--- config.mk ---
export PLATFORM = sky130hd
export DESIGN_NAME = pulse_period_meter
export DESIGN_NICKNAME = d
export VERILOG_FILES = /design/src/rtl/pulse_meter_pkg.sv /design/src/rtl/pulse_sync_edge.sv /design/src/rtl/pulse_period_meter.sv
export SDC_FILE = /design/constraint.sdc
export NUM_CORES = 1
export LEC_CHECK = 0
export CAP_MARGIN = 20
export CELL_PAD_IN_SITES_DETAIL_PLACEMENT = 1
export CELL_PAD_IN_SITES_GLOBAL_PLACEMENT = 2
export CORE_MARGIN = 2
export CORE_UTILIZATION = 43
export CTS_BUF_LIST = sky130_fd_sc_hd__clkbuf_8
export CTS_CLUSTER_SIZE = 40
export DETAILED_ROUTE_END_ITERATION = 6
export DONT_BUFFER_PORTS = 1
export PLACE_DENSITY_LB_ADDON = 0.1
export SYNTH_ARGS = -nofsm -noshare
export SYNTH_HDL_FRONTEND = slang
export SYNTH_HIERARCHICAL = 1
export SYNTH_SLANG_ARGS = --single-unit
--- constraint.sdc ---
create_clock -name sys_clk -period 2 [get_ports sys_clk]
set_input_delay 0.2 -clock sys_clk [delete_from_list [all_inputs] [get_ports sys_clk]]
set_output_delay 0.2 -clock sys_clk [all_outputs]
set_load 0.01 [all_outputs]
--- src/rtl/pulse_meter_pkg.sv ---
// Shared types and defaults for the pulse period meter and related GPIO front ends.
package pulse_meter_pkg;

  // Measurement FSM states
  typedef enum logic [1:0] {
    StIdle,
    StMeas,
    StTmo
  } state_t;

  // Default period counter width
  localparam int unsigned PM_CNT_W = 12;

endpackage

--- src/rtl/pulse_sync_edge.sv ---
// Synchronises an asynchronous input and produces a one-cycle rising-edge pulse.
// SYNC_STAGES is meant to be 2 or 3.
module pulse_sync_edge #(
  parameter int unsigned SYNC_STAGES = 2
) (
  input  logic sys_clk,
  input  logic sys_rst,
  input  logic async_in,
  output logic rise
);

  logic [SYNC_STAGES-1:0] sync_q;
  logic                   dly_q;

  // Synchroniser chain plus one delay flop on its output for edge detection
  always_ff @(posedge sys_clk or posedge sys_rst) begin
    if (sys_rst) begin
      sync_q <= '0;
      dly_q  <= 1'b0;
    end else begin
      sync_q <= {sync_q[SYNC_STAGES-2:0], async_in};
      dly_q  <= sync_q[SYNC_STAGES-1];
    end
  end

  // Rising edge of the synchronised signal; latency is constant, so periods are exact
  always_comb begin
    rise = sync_q[SYNC_STAGES-1] & ~dly_q;
  end

endmodule

--- src/rtl/pulse_period_meter.sv ---
// Measures the sys_clk cycle count between consecutive rising edges of an
// asynchronous pulse train; reports each period with a one-cycle strobe and
// flags a sticky timeout when no edge arrives within the counter range.
module pulse_period_meter
  import pulse_meter_pkg::*;
#(
  parameter int unsigned CNT_W       = PM_CNT_W,
  parameter int unsigned SYNC_STAGES = 2
) (
  input  logic             sys_clk,
  input  logic             sys_rst,
  input  logic             pulse_in,
  input  logic             clr,
  output logic [CNT_W-1:0] period_out,
  output logic             period_vld,
  output logic             timeout,
  output logic             active
);

  localparam logic [CNT_W-1:0] CntMax = '1;
  localparam logic [CNT_W-1:0] CntOne = CNT_W'(1);

  logic             rise;
  state_t           state_q, state_d;
  logic [CNT_W-1:0] cnt_q, cnt_d;
  logic [CNT_W-1:0] period_q, period_d;
  logic             vld_q, vld_d;
  logic             tmo_q, tmo_d;
  logic             active_q, active_d;

  pulse_sync_edge #(
    .SYNC_STAGES(SYNC_STAGES)
  ) u_sync_edge (
    .sys_clk (sys_clk),
    .sys_rst (sys_rst),
    .async_in(pulse_in),
    .rise    (rise)
  );

  // Next-state, counter and output register updates
  always_comb begin
    state_d  = state_q;
    cnt_d    = cnt_q;
    period_d = period_q;
    vld_d    = 1'b0;
    tmo_d    = tmo_q;

    if (clr) begin
      // Clear wins over a same-cycle edge; the last period is kept
      state_d = StIdle;
      cnt_d   = '0;
      tmo_d   = 1'b0;
    end else begin
      case (state_q)
        StIdle: begin
          cnt_d = '0;
          if (rise) begin
            cnt_d   = CntOne;
            state_d = StMeas;
          end
        end
        StMeas: begin
          if (rise) begin
            // Edge beats saturation, so a period of exactly CntMax is reported
            period_d = cnt_q;
            vld_d    = 1'b1;
            cnt_d    = CntOne;
          end else if (cnt_q == CntMax) begin
            state_d = StTmo;
            tmo_d   = 1'b1;
          end else begin
            cnt_d = cnt_q + CntOne;
          end
        end
        StTmo: begin
          // Interval since the previous edge is unknown: restart without a strobe
          if (rise) begin
            tmo_d   = 1'b0;
            cnt_d   = CntOne;
            state_d = StMeas;
          end
        end
        default: begin
          state_d = StIdle;
          cnt_d   = '0;
        end
      endcase
    end

    active_d = (state_d == StMeas);
  end

  // State and output registers
  always_ff @(posedge sys_clk or posedge sys_rst) begin
    if (sys_rst) begin
      state_q  <= StIdle;
      cnt_q    <= '0;
      period_q <= '0;
      vld_q    <= 1'b0;
      tmo_q    <= 1'b0;
      active_q <= 1'b0;
    end else begin
      state_q  <= state_d;
      cnt_q    <= cnt_d;
      period_q <= period_d;
      vld_q    <= vld_d;
      tmo_q    <= tmo_d;
      active_q <= active_d;
    end
  end

  // Registered outputs
  always_comb begin
    period_out = period_q;
    period_vld = vld_q;
    timeout    = tmo_q;
    active     = active_q;
  end

endmodule

==> results of run 1 <==
-- synthesized netlist by cell type (all sizes together), types with 2 or more instances --
library cell	instances	share of area, %
a211oi	2	0.98
a21oi	6	2.0
a22o	3	1.7
a31oi	4	1.6
a41oi	2	1.1
and2	2	0.82
and3	3	1.2
and3b	2	1.1
buf	8	3.5
clkbuf	2	0.49
dfrtp	32	52
inv	3	0.73
mux2	12	8.8
nand2	7	1.7
nand3	4	1.3
nand4	5	2.0
nor2	4	1.1
nor3	4	1.3
nor4	3	2.2
o31ai	7	3.4
o41ai	2	1.1
or3	4	1.6
xnor2	2	1.1
-- cells in the final DEF (no fill, tap or decap), types with 2 or more instances in the layout --
master,instances
and3b_1,2
nor4_1,2
nand2_1,7
mux2_2,12
dfrtp_1,32
and2_1,2
buf_4,17
nand3_1,4
nor2_1,3
inv_1,3
a21oi_1,6
xnor2_1,2
nand4_1,5
or3_1,4
clkbuf_8,5
o41ai_1,2
a22o_1,3
a41oi_1,2
and3_1,3
o31ai_1,7
dlygate4sd3_1,3
a211oi_1,2
a31oi_1,4
nor3_1,4
-- metrics by stage --
stage | hold slack (ns) | utilization [%] | std cells | power, uW | worst slack, ns
final | 0.186 | 52.2 | 196 | 1180 | 0.140
after global routing | 0.178 | 52.2 | 196 | 1250 | 0.0345
after CTS | 0.176 | 52.0 | 195 | 1200 | 0.0375
after detailed placement | -0.0237 | 48.8 | 185 | 739 | 0.0666
after global placement | -0.0388 | 48.8 | 185 | 736 | 0.172
after floorplan | -0.0464 | - | 133 | 722 | 0.211
-- critical path: stages, from the launching register on --
cell	delay (ns)
dfrtp_1	0.39
nor2b_4	0.16
or4b_4	0.57
nor4_4	0.28
buf_4	0.18
o31ai_1	0.08
o41ai_1	0.07
-- how the worst min path moves through the flow --
| stage | depth (start not counted) | startpoint | slack (ns) | end |
|---|---|---|---|---|
| 2_1_floorplan | 1 | sys_rst | -0.05 | u_sync_edge/dly_q |
| 3_3_place_gp | 1 | sys_rst | -0.04 | u_sync_edge/sync_q[0] |
| 3_5_place_dp | 1 | sys_rst | -0.02 | u_sync_edge/sync_q[0] |
| 4_1_cts | 2 | clr | 0.18 | period_vld |
| 5_1_grt | 2 | clr | 0.18 | period_vld |
| 6_report | 3 | clr | 0.19 | cnt_q[5] |
-- sequential cells by signal (all words and copies together), names as in the netlist --
signal              cells
period_out             12
cnt_q                  12
period_vld              1
u_sync_edge/dly_q       1
active                  1
state_q                 2
timeout                 1
u_sync_edge/sync_q      2
-- routing by layer --
layer,track usage [%],vias to the layer above
met4,9.78,0
met5,0,-
met1,29.2,592
met3,7.32,9
li1,-,532
met2,34.7,27
-- report_power, final --
part	internal (uW)	switching (uW)	total, uW
combinational	25.0	37.7	62.7
sequential	659	9.65	669
clock	231	222	452
total	915	269	1180
-- final cells by class --
cell class / instances / area, um^2 / area share, %
Sequential cell: 32 / 801 / 45.2
Multi-Input combinational cell: 88 / 666 / 37.6
Timing Repair Buffer: 20 / 158 / 8.90
Clock buffer: 5 / 68.8 / 3.89
Tap cell: 46 / 57.6 / 3.25
Inverter: 3 / 11.3 / 0.636
Clock inverter: 2 / 8.76 / 0.495
-- kinds of logic after synthesis --
| kind of cell | after synthesis |
|---|---|
| mux | 12 |
| fa+ha+maj | 1 |
| simple gates | 44 |
| compound gates | 28 |
| xor+xnor | 3 |
| buf+inv | 13 |
| flops | 32 |
-- what timing repair did --
action | 4_1_cts | 5_1_grt
setup endpoints to repair | 0 | 5
buffers inserted | 0 | 1
hold buffers | 3 | 0
endpoints found under the hold margin | 37 | 0
==> metrics.txt, run 1 <==
xor/xnor share of the synthesized area=1.71%; worst-path fanout max=10; Static Leak=0.000852 uW; vias in the first global route=1287; CTS tree=yes; DRT iter0 DRCs=76; Slew HR=74.6%; RR Startpoint=u_sync_edge/sync_q[1]; pin count of the biggest net entering global routing=30; vias=1160; crit path capture=cnt_q[5]; sequential share of the synthesized area=52.2%; EDFF count, synth=0; area of the core=3390 um^2; Num CTS Buffers=5; Arrival @ worst endpoint=2.02 ns; antenna cells=0; met3 wire length=173 um; CP Data Required Time=2.16 ns; total gr overflow=0; CTS sink count=32; M1 WL=1800 um; port buffer count=0; layout cells sized above 1=28.0%; vias per cell=5.92; Finished Cell Area=1770 um^2; r2r setup slk=0.14 ns; post_cts resized=0; mux share of post-synthesis cell area=8.81%; syn avg cell area=11.5 um^2; Hold Path Class=input pin to register; Slew @ Worst Pin=0.380 ns; setup violators final=0; CTS root buffer=clkbuf_8; Layout area overhead=15.4%; peak supply drop=569 uV; Pre-antenna DRT Iters=4; WL final=3820 um; Final nets=155; largest family of logic cells by synthesized area=simple AND/OR/NAND/NOR gates; antenna-violating nets left=0; area of placed instances=1660 um^2; clk buf depth=2; synth unique cells=39; fin. max-slew vios=0; Ys Warns=6; uppermost layer routed=met4; FF-to-FF End=cnt_q[5]; Die ar.=4060 um^2; DP HPWL=2770 um; setup TNS=0 ns; RSZ-0062 raised after global routing=false; antenna violations before repair=0; Critical Path Sink Type=register; routability cong.=0.802; first-pass GRT wire length=6790 um; H-tree depth=2; Post-Synth Simple-Gate Area=18.8%; PwrDens=669 nW/um^2; async set-reset flop share out of synthesis=100%; # rows=21; per-cell routed wire length=19.5 um; Post-Syn Nets=138; clock transition at the registers of the reported paths=0.06 ns; Initial Utilization=45.3%; kind of critical path=register to register; die width=63.7 um; Clock Skew=0.00755 ns; total track usage=22.6%; FMAX=538 MHz; clk_lat worst skew=0.28 ns; status=complete, no violations; Post-route DRC=0; Crit. Startpoint=u_sync_edge/sync_q[1]; Synth Register Bits=32; Post-Synth Adder-Cell Area=0.816%; die height=63.7 um; Layout fillers=364; crit share post-route=93.0%; Synth Area in Compound Gates=13.0%; WL met2=1760 um; FF-to-FF path depth=6; startpoint types=register; Max-Cap Viols=0; final hold vios=0; top_reg_cell synth=dfrtp_1; Final min period=1.86 ns; Synth Instances=133; Top-Level Pins=19; Post-Syn Area=1530 um^2
No activity file was read; power rests on OpenSTA's default activity.
==> run 2: changes to the inputs <==
--- a/config.mk
+++ b/config.mk
@@ -14,6 +14,7 @@
 export CTS_CLUSTER_SIZE = 40
 export DETAILED_ROUTE_END_ITERATION = 6
 export DONT_BUFFER_PORTS = 1
+export GPL_ROUTABILITY_DRIVEN = 0
 export PLACE_DENSITY_LB_ADDON = 0.1
 export SYNTH_ARGS = -nofsm -noshare
 export SYNTH_HDL_FRONTEND = slang
==> results of run 2 <==
The final DEF is identical to that of run 1; final timing and power are the same.
==> run 3: changes to the inputs <==
--- a/config.mk
+++ b/config.mk
@@ -8,14 +8,13 @@
 export CAP_MARGIN = 20
 export CELL_PAD_IN_SITES_DETAIL_PLACEMENT = 1
 export CELL_PAD_IN_SITES_GLOBAL_PLACEMENT = 2
-export CORE_MARGIN = 2
 export CORE_UTILIZATION = 43
 export CTS_BUF_LIST = sky130_fd_sc_hd__clkbuf_8
 export CTS_CLUSTER_SIZE = 40
 export DETAILED_ROUTE_END_ITERATION = 6
 export DONT_BUFFER_PORTS = 1
 export GPL_ROUTABILITY_DRIVEN = 0
-export PLACE_DENSITY_LB_ADDON = 0.1
+export PLACE_DENSITY = 0.91
 export SYNTH_ARGS = -nofsm -noshare
 export SYNTH_HDL_FRONTEND = slang
 export SYNTH_HIERARCHICAL = 1
==> metrics.txt, run 3 (synthesis gave the netlist of run 1 again) <==
status=complete, no violations; total track usage=23.3% (+0.72 points); non-filler cells, final=195 (-0.51%); Static Leak=0.000850 uW (-0.23%); Top-Level Pins=19 (unchanged); H-tree depth=2 (unchanged); clk_lat worst skew=0.29 ns (about the same); Pre-antenna DRT Iters=4 (unchanged); Max-Cap Viols=0 (unchanged); most common cell after layout, fill and taps aside=dfrtp_1; startpoint types=register; Placed Cells=183 (-1.1%); NetSw=307 uW (+14%); CP delay by family, top=simple AND/OR/NAND/NOR gates; Bufs and invs on worst path=1 (unchanged); vias=1159 (-0.086%); sw frac=22.6% (-0.15 points); CP peak stage delay=0.63 ns (+0.06 ns); CTS tree=yes; pin count of the biggest net entering global routing=30 (unchanged); die width=61.7 um (-3.1%); Hold Slack=0.171 ns (-0.0149 ns); first-pass GRT wire length=6060 um (-11%); Clock Skew=0.00836 ns (+0.000815 ns); port buffer count=0 (unchanged); crit share post-route=95.7% (+2.7 points); final hold vios=0 (unchanged); WL final=3760 um (-1.7%); FMAX=523 MHz (-2.8%); CTS root buffer=clkbuf_8; Critical Path Sink Type=register; Final nets=153 (-1.3%); DRT iter0 DRCs=51 (-33%); Final min period=1.91 ns (+0.0532 ns); vias per cell=5.94 (+0.43%); per-cell routed wire length=19.3 um (-1.2%); die height=61.7 um (-3.1%); layout cells sized above 1=28.2% (+0.19 points); area of the core=3390 um^2 (unchanged); CTS sink count=32 (unchanged); Slew @ Worst Pin=0.430 ns (+0.0496 ns); clk buf depth=2 (unchanged); clock transition at the registers of the reported paths=0.07 ns (about the same); PwrDens=759 nW/um^2 (+14%); DP HPWL=2600 um (-6.3%); Die ar.=3810 um^2 (-6.2%); worst-path fanout max=10 (unchanged); Layout fillers=360 (-1.1%); antenna cells=0 (unchanged); fin. max-slew vios=0 (unchanged); antenna violations before repair=0 (unchanged); Worst path slowest cell=or4b_4; antenna-violating nets left=0 (unchanged); total gr overflow=0 (unchanged); setup violators final=0 (unchanged); internal power=1050 uW (+15%); # rows=21 (unchanged); kind of critical path=register to register; Slew HR=71.1% (-3.6 points); combinational fraction of design power=4.7% (-0.6 points); Arrival @ worst endpoint=2.11 ns (+0.09 ns); peak supply drop=448 uV (-21%); Layout area overhead=16.6%; Sequential Power Share=49.2% (-7.3 points); setup TNS=0 ns (unchanged); CP most frequent cell=o31ai_1; CP Data Required Time=2.19 ns (+0.03 ns); area of placed instances=1640 um^2 (-0.91%); vias in the first global route=1158 (-10%); Initial Utilization=45.3% (unchanged); clock share of power=46.2% (+8.0 points); Finished Cell Area=1790 um^2 (+1.1%); Num CTS Buffers=5 (unchanged); critical-path cell list=nor2b_4, or4b_4, nor4_4, buf_4, o31ai_1, o31ai_1; most frequent cells in the layout=dfrtp_1, buf_4, mux2_2; Post-route DRC=0 (unchanged); Hold Path Class=input pin to register
==> run 3: changes by cell type in the layout (fill, tap and decap cells not counted) <==
| cell | before | now |
|---|---|---|
| inv_1 | 3 | 2 |
| bufinv_16 | 0 | 1 |
| buf_4 | 17 | 15 |
| clkinvlp_4 | 0 | 1 |
==> run 3: power groups by stage <==
stage,Sequential [uW],Combinational (uW),Clock [uW]
floorplan,679,43.2,0
global placement,680,55.1,0
detailed placement,680,58.2,0
CTS,668,63.7,640
global route,669,71.9,670
finish,668,63.6,627
==> run 3: final timing paths <==
| check | from | to | slack [ns] | cells after the start |
|---|---|---|---|---|
| setup / recovery | u_sync_edge/sync_q[1] | cnt_q[7] | 0.09 | 6 |
| hold / removal | clr | period_vld | 0.17 | 2 |
| setup reg to reg | u_sync_edge/sync_q[1] | cnt_q[7] | 0.09 | 6 |
| hold reg to reg | u_sync_edge/sync_q[0] | u_sync_edge/sync_q[1] | 0.36 | 0 |
| max in group asynchronous | sys_rst | active | 1.27 | 3 |
| min in group asynchronous | sys_rst | u_sync_edge/sync_q[0] | 0.23 | 2 |
==> run 3: metrics by stage <==
step           total power [uW]  setup WS [ns]  utilization, %
2_1_floorplan               722          0.211               -
3_3_place_gp                735          0.169            48.4
3_5_place_dp                738         0.0556            48.4
4_1_cts                    1370         0.0623            52.6
5_1_grt                    1410       -0.00508            52.8
6_report                   1360         0.0868            52.8
==> run 3: cell type report <==
| type | instances | area (um^2) | area share [%] |
|---|---|---|---|
| inverter | 3 | 11.3 | 0.629 |
| tap | 46 | 57.6 | 3.22 |
| clock inverter | 3 | 42.5 | 2.38 |
| multi-input combinational | 88 | 666 | 37.2 |
| clock buffer | 5 | 68.8 | 3.85 |
| sequential | 32 | 801 | 44.8 |
| timing repair buffer | 18 | 143 | 7.97 |
==> run 3: timing repair <==
action,4_1_cts,5_1_grt
endpoints found under the hold margin,37,0
resized for setup,0,0
setup buffers,0,1
setup endpoints to repair,0,4
hold buffers,3,0
==> run 3: metal layers <==
metal	GRT usage [%]	vias to the layer above	wire, um
met2	33.8	27	1760
met1	32.0	597	1750
li1	-	525	-
met5	0	-	0
met3	7.66	10	160
met4	10.5	0	83
